## src/rtl/exu_stage.sv

```systemverilog
// Registered execute stage: ALU, branch/link resolution, EBREAK halt reporting and an
// optional shift-add multiplier, with valid/ready handshakes on both sides.
module exu_stage #(
   parameter int XLEN   = 32,
   parameter bit MUL_EN = 1'b1
) (
   input  logic            clk,
   input  logic            rst,
   input  logic            in_valid,
   output logic            in_ready,
   input  logic [1:0]      in_kind,
   input  logic [3:0]      in_op,
   input  logic            in_src1_sel,
   input  logic            in_src2_sel,
   input  logic [XLEN-1:0] in_pc,
   input  logic [XLEN-1:0] in_rdata1,
   input  logic [XLEN-1:0] in_rdata2,
   input  logic [XLEN-1:0] in_imm,
   input  logic [XLEN-1:0] in_a0,
   output logic            out_valid,
   input  logic            out_ready,
   output logic [XLEN-1:0] out_result,
   output logic            out_brch_taken,
   output logic [XLEN-1:0] out_brch_target,
   output logic            out_halt,
   output logic [XLEN-1:0] out_halt_code
);

   localparam int SHW = $clog2(XLEN);
   localparam int CW  = $clog2(XLEN + 1);

   localparam logic [1:0] K_ALU = 2'd0, K_BRANCH = 2'd1, K_LINK = 2'd2, K_EBREAK = 2'd3;
   localparam logic [3:0] OP_MUL = 4'd10, OP_MULH = 4'd11, OP_MULHU = 4'd12;

   typedef enum logic {S_IDLE, S_MUL} state_t;

   state_t              r_state, w_state_nxt;
   logic [CW-1:0]       r_cnt;
   logic [2*XLEN-1:0]   r_mcand, r_prod;
   logic [XLEN-1:0]     r_mplier;
   logic                r_neg, r_hi;

   logic                r_out_valid, r_out_taken, r_out_halt;
   logic [XLEN-1:0]     r_out_result, r_out_target, r_out_code;

   logic [XLEN-1:0]     w_src1, w_src2, w_alu, w_mag1, w_mag2, w_mul_res;
   logic [XLEN-1:0]     w_res, w_target, w_code;
   logic [SHW-1:0]      w_shamt;
   logic [2*XLEN-1:0]   w_prod_nxt, w_prod_fix;
   logic                w_br_taken, w_taken, w_halt;
   logic                w_is_mul, w_accept, w_mul_last, w_neg1, w_neg2;

   assign w_src1   = in_src1_sel ? in_pc  : in_rdata1;
   assign w_src2   = in_src2_sel ? in_imm : in_rdata2;
   assign w_shamt  = w_src2[SHW-1:0];
   assign w_is_mul = MUL_EN && (in_kind == K_ALU) &&
                     (in_op == OP_MUL || in_op == OP_MULH || in_op == OP_MULHU);
   assign w_accept   = in_valid && in_ready;
   assign w_mul_last = (r_cnt == CW'(XLEN - 1));

   // NOTE: every combinational output gets a default before the case so no latch is inferred.
   always_comb begin
      w_alu = '0;
      case (in_op)
         4'd0:    w_alu = w_src1 + w_src2;
         4'd1:    w_alu = w_src1 - w_src2;
         4'd2:    w_alu = w_src1 << w_shamt;
         4'd3:    w_alu = {{(XLEN-1){1'b0}}, ($signed(w_src1) < $signed(w_src2))};
         4'd4:    w_alu = {{(XLEN-1){1'b0}}, (w_src1 < w_src2)};
         4'd5:    w_alu = w_src1 ^ w_src2;
         4'd6:    w_alu = w_src1 >> w_shamt;
         4'd7:    w_alu = $signed(w_src1) >>> w_shamt;
         4'd8:    w_alu = w_src1 | w_src2;
         4'd9:    w_alu = w_src1 & w_src2;
         default: w_alu = '0;
      endcase
   end

   always_comb begin
      w_br_taken = 1'b0;
      case (in_op[2:0])
         3'b000:  w_br_taken = (in_rdata1 == in_rdata2);
         3'b001:  w_br_taken = (in_rdata1 != in_rdata2);
         3'b100:  w_br_taken = ($signed(in_rdata1) <  $signed(in_rdata2));
         3'b101:  w_br_taken = ($signed(in_rdata1) >= $signed(in_rdata2));
         3'b110:  w_br_taken = (in_rdata1 <  in_rdata2);
         3'b111:  w_br_taken = (in_rdata1 >= in_rdata2);
         default: w_br_taken = 1'b0;
      endcase
   end

   always_comb begin
      w_res    = '0;
      w_taken  = 1'b0;
      w_target = '0;
      w_halt   = 1'b0;
      w_code   = '0;
      case (in_kind)
         K_ALU:    w_res = w_alu;
         K_BRANCH: begin
            w_taken  = w_br_taken;
            w_target = in_pc + in_imm;
         end
         K_LINK: begin
            w_res    = in_pc + XLEN'(4);
            w_taken  = 1'b1;
            w_target = (w_src1 + w_src2) & {{(XLEN-1){1'b1}}, 1'b0};
         end
         default: begin
            w_halt = 1'b1;
            w_code = in_a0;
         end
      endcase
   end

   // Only MULH works on signed magnitudes; MUL's low half is sign-agnostic.
   assign w_neg1     = (in_op == OP_MULH) && w_src1[XLEN-1];
   assign w_neg2     = (in_op == OP_MULH) && w_src2[XLEN-1];
   assign w_mag1     = w_neg1 ? -w_src1 : w_src1;
   assign w_mag2     = w_neg2 ? -w_src2 : w_src2;
   assign w_prod_nxt = r_prod + (r_mplier[0] ? r_mcand : '0);
   assign w_prod_fix = r_neg ? -w_prod_nxt : w_prod_nxt;
   assign w_mul_res  = r_hi ? w_prod_fix[2*XLEN-1:XLEN] : w_prod_fix[XLEN-1:0];

   // NOTE: sequential state uses non-blocking assignments so all registers update together.
   always_ff @(posedge clk) begin
      if (rst) r_state <= S_IDLE;
      else     r_state <= w_state_nxt;
   end

   always_comb begin
      w_state_nxt = r_state;
      case (r_state)
         S_IDLE:  if (w_accept && w_is_mul) w_state_nxt = S_MUL;
         S_MUL:   if (w_mul_last)           w_state_nxt = S_IDLE;
         default: w_state_nxt = S_IDLE;
      endcase
   end

   always_comb begin
      in_ready = (r_state == S_IDLE) && (!r_out_valid || out_ready);
   end

   always_ff @(posedge clk) begin
      if (rst) begin
         r_cnt    <= '0;
         r_mcand  <= '0;
         r_mplier <= '0;
         r_prod   <= '0;
         r_neg    <= 1'b0;
         r_hi     <= 1'b0;
      end else if (r_state == S_IDLE) begin
         if (w_accept && w_is_mul) begin
            r_cnt    <= '0;
            r_mcand  <= {{XLEN{1'b0}}, w_mag1};
            r_mplier <= w_mag2;
            r_prod   <= '0;
            r_neg    <= w_neg1 ^ w_neg2;
            r_hi     <= (in_op != OP_MUL);
         end
      end else begin
         r_cnt    <= r_cnt + CW'(1);
         r_mcand  <= r_mcand << 1;
         r_mplier <= r_mplier >> 1;
         r_prod   <= w_prod_nxt;
      end
   end

   always_ff @(posedge clk) begin
      if (rst) begin
         r_out_valid  <= 1'b0;
         r_out_result <= '0;
         r_out_taken  <= 1'b0;
         r_out_target <= '0;
         r_out_halt   <= 1'b0;
         r_out_code   <= '0;
      end else if (w_accept && !w_is_mul) begin
         r_out_valid  <= 1'b1;
         r_out_result <= w_res;
         r_out_taken  <= w_taken;
         r_out_target <= w_target;
         r_out_halt   <= w_halt;
         r_out_code   <= w_code;
      end else if (r_state == S_MUL && w_mul_last) begin
         r_out_valid  <= 1'b1;
         r_out_result <= w_mul_res;
         r_out_taken  <= 1'b0;
         r_out_target <= '0;
         r_out_halt   <= 1'b0;
         r_out_code   <= '0;
      end else if (out_ready) begin
         r_out_valid  <= 1'b0;
      end
   end

   assign out_valid       = r_out_valid;
   assign out_result      = r_out_result;
   assign out_brch_taken  = r_out_taken;
   assign out_brch_target = r_out_target;
   assign out_halt        = r_out_halt;
   assign out_halt_code   = r_out_code;

endmodule
```

## config.mk

```make
export PLATFORM = sky130hd
export DESIGN_NAME = exu_stage
export DESIGN_NICKNAME = d
export VERILOG_FILES = /design/src/rtl/exu_stage.sv
export SDC_FILE = /design/constraint.sdc
export NUM_CORES = 2
export LEC_CHECK = 0
export ABC_AREA = 1
export BUFFER_PORTS_ARGS = -buffer_cell sky130_fd_sc_hd__buf_2
export CAP_MARGIN = 20
export CORE_MARGIN = 2
export CORE_UTILIZATION = 26
export DETAILED_ROUTE_END_ITERATION = 10
export GPL_ROUTABILITY_DRIVEN = 0
export PLACE_DENSITY_LB_ADDON = 0.3
export SLEW_MARGIN = 20
export SYNTH_ARGS = -nofsm -noshare
export SYNTH_HDL_FRONTEND = slang
export SYNTH_SLANG_ARGS = --single-unit
export TNS_END_PERCENT = 100
```

## constraint.sdc

```tcl
create_clock -name clk -period 4 [get_ports clk]
set_input_delay 0 -clock clk [delete_from_list [all_inputs] [get_ports clk]]
set_output_delay 0 -clock clk [all_outputs]
set_load 0.005 [all_outputs]
```

# After elaboration in Yosys (flattened, before gate mapping)
# Index checks and enable logic that the tools add are counted.
dict set report op_classes {
  magnitude_cmp 6
  multipliers 0
  n_eq_ne 23
  n_mux 36
  n_reduce_logical 22
  n_div 0
  bitwise_logic 5
  add_sub_neg 9
  shifts 3
}
# op count
set op_table {}
lappend op_table {{$mux 64} 6}
lappend op_table {{$mux 32} 11}
lappend op_table {{$pmux 32 s10} 1}
lappend op_table {{$lt 32x32->1} 4}
lappend op_table {{$pmux 32 s2} 2}
lappend op_table {{$add 32x32->32} 2}
lappend op_table {{$add 64x64->64} 1}
lappend op_table {{$ge 32x32->1} 2}
lappend op_table {{$neg 32->32} 2}
lappend op_table {{$neg 64->64} 1}
lappend op_table {{$mux 31} 2}
lappend op_table {{$add 32x3->32 const B} 1}
lappend op_table {{$and 32x32->32} 1}
lappend op_table {{$eq 32x32->1} 1}
lappend op_table {{$ne 32x32->1} 1}
lappend op_table {{$or 32x32->32} 1}
lappend op_table {{$shl 32x5->32} 1}
lappend op_table {{$shr 32x5->32} 1}
lappend op_table {{$sshr 32x5->32} 1}
lappend op_table {{$sub 32x32->32} 1}
lappend op_table {{$xor 32x32->32} 1}
lappend op_table {{$eq 4x4->1 const B} 5}
lappend op_table {{$eq 4x3->1 const B} 4}
lappend op_table {{$eq 3x3->1 const B} 4}
lappend op_table {{25 further kinds} 47}
dict set report word_totals {
  wordCells 119
  reg_bits 268
  output_inout_bits 100
  latch_bits 0
  in_bits 172
  rom_bits 0
  mem_bits_rw 0
  memories 0
}

# Longest topological paths before layout
dict set report depth {
  ltp_word 7
  mapped_depth 32
  depth_no_buf 30
}

# Worst setup path before layout
# Ideal clock, no wire load.
dict set report synth_path {
  path_type {reg2reg}
  startpoint {register r_mplier[0]}
  endpoint {register r_out_result[30], in the netlist out_result[30]}
  slack_ns 0.443
  setup_time_ns 0.067
  stages_incl_launch_ff 30
  t_arrival_ns 3.489
  cell_sequence {dfxtp_1 > clkbuf_1 > clkbuf_1 > nand2_1 > inv_1 > ha_1 > inv_1 > fa_1 > nand3b_1 > nand2_2 > nand2_1 > nand2_2 > inv_2 > nor2_1 > nand2_1 > nor2_4 > nand2_2 > nor2_4 > nand3_4 > nor2_8 > nand2_4 > nor2_2 > nand2_2 > nand2_4 > nand2_1 > nand2_1 > nand3_1 > nand2_1 > nand2_1 > a21oi_2}
}
dict set report synth_via {
  elab_chain_len 7
}
# element line
set synth_rtl {}
lappend synth_rtl {{from (decl)} 40} ;# logic [XLEN-1:0] r_mplier;
lappend synth_rtl {{from (signal assigned)} 156} ;# r_mplier <= w_mag2;
lappend synth_rtl {{from (signal assigned)} 164} ;# r_mplier <= r_mplier >> 1;
lappend synth_rtl {{$mux 64 *} 121} ;# assign w_prod_nxt = r_prod + (r_mplier[0] ? r_mcand : '0);
lappend synth_rtl {{$add 64x64->64 *} 121}
lappend synth_rtl {{$neg 64->64} 122} ;# assign w_prod_fix = r_neg ? -w_prod_nxt : w_prod_nxt;
lappend synth_rtl {{$mux 64 *} 122}
lappend synth_rtl {{$mux 32 *} 123} ;# assign w_mul_res = r_hi ? w_prod_fix[2*XLEN-1:XLEN] : w_prod_fix[XLEN-1:0];
lappend synth_rtl {{$mux 32 *} 184} ;# end else if (r_state == S_MUL && w_mul_last) begin
lappend synth_rtl {{$mux 32 *} 177} ;# end else if (w_accept && !w_is_mul) begin
lappend synth_rtl {{to (signal assigned)} 179} ;# r_out_result <= w_res;
lappend synth_rtl {{to (signal assigned)} 186} ;# r_out_result <= w_mul_res;
lappend synth_rtl {{to (decl)} 44} ;# logic [XLEN-1:0] r_out_result, r_out_target, r_out_code;
# Every way passes the cells marked *; elsewhere a longest branch is shown, timed or not. The select of a mux whose other input is x is not followed.
# A chain may end at the register's enable or synchronous reset.

# Worst setup path in the final report
dict set report layout_path {
  startpoint {register r_mplier[0]}
  endpoint {register r_out_result[24], in the netlist out_result[24]}
}
# The elaborated chain is that of the path after synthesis.

==> impl_metrics.py <==
metrics = {
    "detailed_routing": {
        "via_per_inst": 5.303,
        "dr.first_iter.drc_count": 4863,
        "ant_nets": 0,
        "num_vias": 42290,
        "wirelength_um": 168600,
        "wl_per_cell_um": 21.15,
        "drtPass1Iterations": 7,
        "drc": 0,
    },
    "finish": {
        "final_common_cell": "nand2_1",
        "final_nets": 6692,
        "final_cell_count_no_fill": 7974,
        "syn_to_final_growth_pct": 18.65,
        "layout_common_cells": "1935 x nand2_1, 759 x inv_1, 476 x a21oi_1",
        "drive_above_1_share": 0.1426,
    },
    "power_and_ir_drop": {
        "p_sw_w": 0.004047,
        "power_frac_clock": 0.370,
        "ir_worst_vdd_mv": 0.2943,
        "swShare": 0.4051,
        "power.share.sequential": 0.278,
        "p_leak_nw": 19.49,
        "p_int_w": 0.005944,
        "pwr-share-comb": 0.351,
        "p_per_area_mw_per_mm2": 252.5,
    },
    "yosys": {
        "syn-num-nets": 6387,
        "syn-cell-area_mm2": 0.03335,
        "synth_top_area_cell": "nand2_1",
        "synth_edf_count": 0,
        "post-synth-top-area-fraction": 0.2216,
        "synthTopCellsByArea": "nand2_1 22%, dfxtp_1 16%, ha_1 8.7%",
        "ys_types": 72,
        "seq_area_frac_synth": 0.1609,
        "netlist_instances": 5979,
        "avgSynthCellArea_um2": 5.578,
        "ys_warn_count": 0,
        "ys.flop_type": "dfxtp_1",
        "synth-seq-cells": 268,
        "synthArstFlopShare": 0,
    },
    "place": {
        "io_buffers": 271,
        "dp_hpwl_um": 137600,
        "dp.cells": 7848,
        "place_ws_ns": -0.07503,
    },
    "global_route": {
        "grt_max_degree": 107,
        "grt_overflow_total": 0,
        "antenna_found_initial": 9,
        "grt_usage": 0.2455,
        "grt_pass1_wl_um": 246200,
        "grt_pass1_vias": 39060,
    },
    "run_status": {
        "status": "finished, final reports clean",
    },
    "setup_path": {
        "crit_path_cell_trace": "nand2_1, inv_1, ha_1, inv_1, fa_1, nand3b_1, nor2_2, nand2_1, nand3_4, nand2_1, nand2_4, xor2_2, nor2_2, nand3_4, nand2_1, o21ai_0, xor2_1, o21ai_0, inv_1, nand2_1, nand2_1, a21oi_1",
        "cp_slowest_stage_delay_ns": 0.42,
        "crit_path_end_kind": "flop",
        "cp_data_arrival_time_ns": 4.36,
        "start_kind": "flop",
        "slowest_stage": "dfxtp_4",
        "critPathRequiredTime_ns": 4.46,
        "cp_max_fo": 7,
        "cp_common_cell": "nand2_1",
        "crit_type": "reg2reg",
    },
    "floorplan": {
        "core_mm2": 0.1274,
        "fp.dieArea_mm2": 0.1312,
        "std_cell_rows": 131,
        "fp.dieH_um": 362.2,
        "pin_count": 272,
        "initial_utilization": 0.2619,
        "dieWidth_um": 362.2,
    },
    "timing": {
        "fin_crit_sh": 0.9753,
        "finalSetupViolCount": 0,
        "rsz0062_at_grt": "yes",
        "fmax_mhz": 256.3,
        "period_minus_slack_ns": 3.901,
        "skew_ns": 0.06964,
        "worst_slew_pin_slew_ns": 1.044,
        "relSlewSlack": 0.2978,
        "holdWs_ns": 0.03475,
        "worst_slack_ns": 0.09860,
        "maxSlewViolCount": 0,
        "hold_viol": 0,
    },
    "clocking": {
        "insertion_delay_ns": 0.65,
        "cts_max_path_buffers": 3,
        "clockRootBuffer": "clkbuf_16",
        "h-tree-depth": 2,
        "cts_buffers": 36,
        "cts_sinks": 268,
        "cts_tree": "built",
        "clk_pin_slew_ns": 0.06,
    },
    "hold_path": {
        "min_path_type": "in2reg",
    },
    "run": {
        "max-cap-violations": 0,
    },
}
-- through the flow --
stage | instance area [µm²] | TNS [ns] | util | power (W)
2_1_floorplan | 33350 | 0 | - | 0.004721
3_3_place_gp | 37280 | -0.2110 | 0.2927 | 0.006132
3_5_place_dp | 37280 | -0.1466 | 0.2928 | 0.006138
4_1_cts | 39090 | 0 | 0.3070 | 0.009898
5_1_grt | 39570 | -0.06815 | 0.3107 | 0.01035
6_report | 39570 | 0 | 0.3107 | 0.009992
-- power by group through the flow --
| stage | logic (W) | registers, W | clock network (W) |
|---|---|---|---|
| floorplan | 0.00190 | 0.00282 | 0 |
| global placement | 0.00330 | 0.00283 | 0 |
| detailed placement | 0.00330 | 0.00283 | 0 |
| CTS | 0.00336 | 0.00278 | 0.00376 |
| global route | 0.00372 | 0.00278 | 0.00385 |
| finish | 0.00351 | 0.00278 | 0.00370 |
-- synth_stat cells (7+ instances only) --
library cell,count
nand2_1,1969
inv_1,761
a21oi_1,483
nand3_1,428
nor2_1,416
o21ai_0,348
dfxtp_1,268
ha_1,232
clkbuf_1,187
a31oi_1,89
o21ai_1,64
nand2_2,62
nand4_1,52
or2_2,45
inv_2,44
nor3_1,44
xor2_1,40
nor2_2,28
o211ai_1,25
o22ai_1,24
a221oi_1,22
buf_1,22
nand3b_1,20
nor2_4,20
o21ai_2,19
o21bai_1,18
nand3_2,17
nor4_1,16
o2111ai_1,16
buf_2,15
nand2_4,14
a211oi_1,12
a21o_1,12
xnor2_1,12
o21a_1,10
o221ai_1,10
clkinv_1,8
mux2i_1,8
o31ai_1,8
or2_1,8
a21oi_2,7
-- flip-flops by register name, indices dropped and copies added (netlist names) --
| signal | flops |
|---|---|
| out_valid | 1 |
| r_mplier | 32 |
| out_halt | 1 |
| out_result | 32 |
| r_neg | 1 |
| r_hi | 1 |
| out_brch_taken | 1 |
| r_mcand | 64 |
| r_cnt | 6 |
| out_halt_code | 32 |
| out_brch_target | 32 |
| r_state | 1 |
| r_prod | 64 |
-- cell families after synthesis --
logic type | count (synthesis) | synth area share
AO/OA/AOI/OAI | 1202 | 0.2038
XOR/XNOR | 56 | 0.01561
adder cells (fa/ha/maj) | 236 | 0.08944
buffers and inverters | 1046 | 0.1199
flip-flops | 268 | 0.1609
multiplexers | 8 | 0.002401
AND/OR/NAND/NOR | 3163 | 0.4081
-- per-layer routing --
layer	wire, µm	global-route usage	share of wire	vias to the layer above
li1	-	-	-	20030
met4	10310	0.1287	0.061	14
met3	18560	0.06869	0.11	483
met2	72140	0.3816	0.43	2240
met5	85	0	0.00050	-
met1	67540	0.3071	0.40	19520
-- cell type report --
cell class | count | area [µm²]
fillers | 14520 | 87780
inverters | 813 | 3052
multi-input cells | 4665 | 24470
clock buffers | 40 | 935.9
clock inverters | 24 | 340.3
diodes | 2 | 5.005
flip-flops and latches | 268 | 5374
well taps | 1662 | 2079
repair buffers | 500 | 3313
-- worst paths after layout --
path                                         from                  to  slack (ns)  cells past startpoint
worst max-delay path                  r_mplier[0]      out_result[24]         0.1                     22
worst min-delay path                    in_imm[0]  out_brch_target[0]        0.03                      4
worst max register to register        r_mplier[0]      out_result[24]         0.1                     22
worst min register to register  out_halt_code[21]   out_halt_code[21]        0.46                      2
-- worst max-delay path, delay by kind of cell (launching register included) --
family	cells	cell delay (ns)
AND/OR/NAND/NOR	12	1.52
adder cells (fa/ha/maj)	2	0.55
buffers and inverters	3	0.21
XOR/XNOR	2	0.73
flip-flops	1	0.42
AO/OA/AOI/OAI	3	0.32
-- repair_timing --
item	CTS	global route
buffers inserted	0	10
hold buffers	50	0
pin swaps	0	18
resized for setup	5	116
endpoints found under the hold margin	93	0
setup endpoints to repair	6	32
gates cloned	0	0
(Power assumes the default switching activity.)
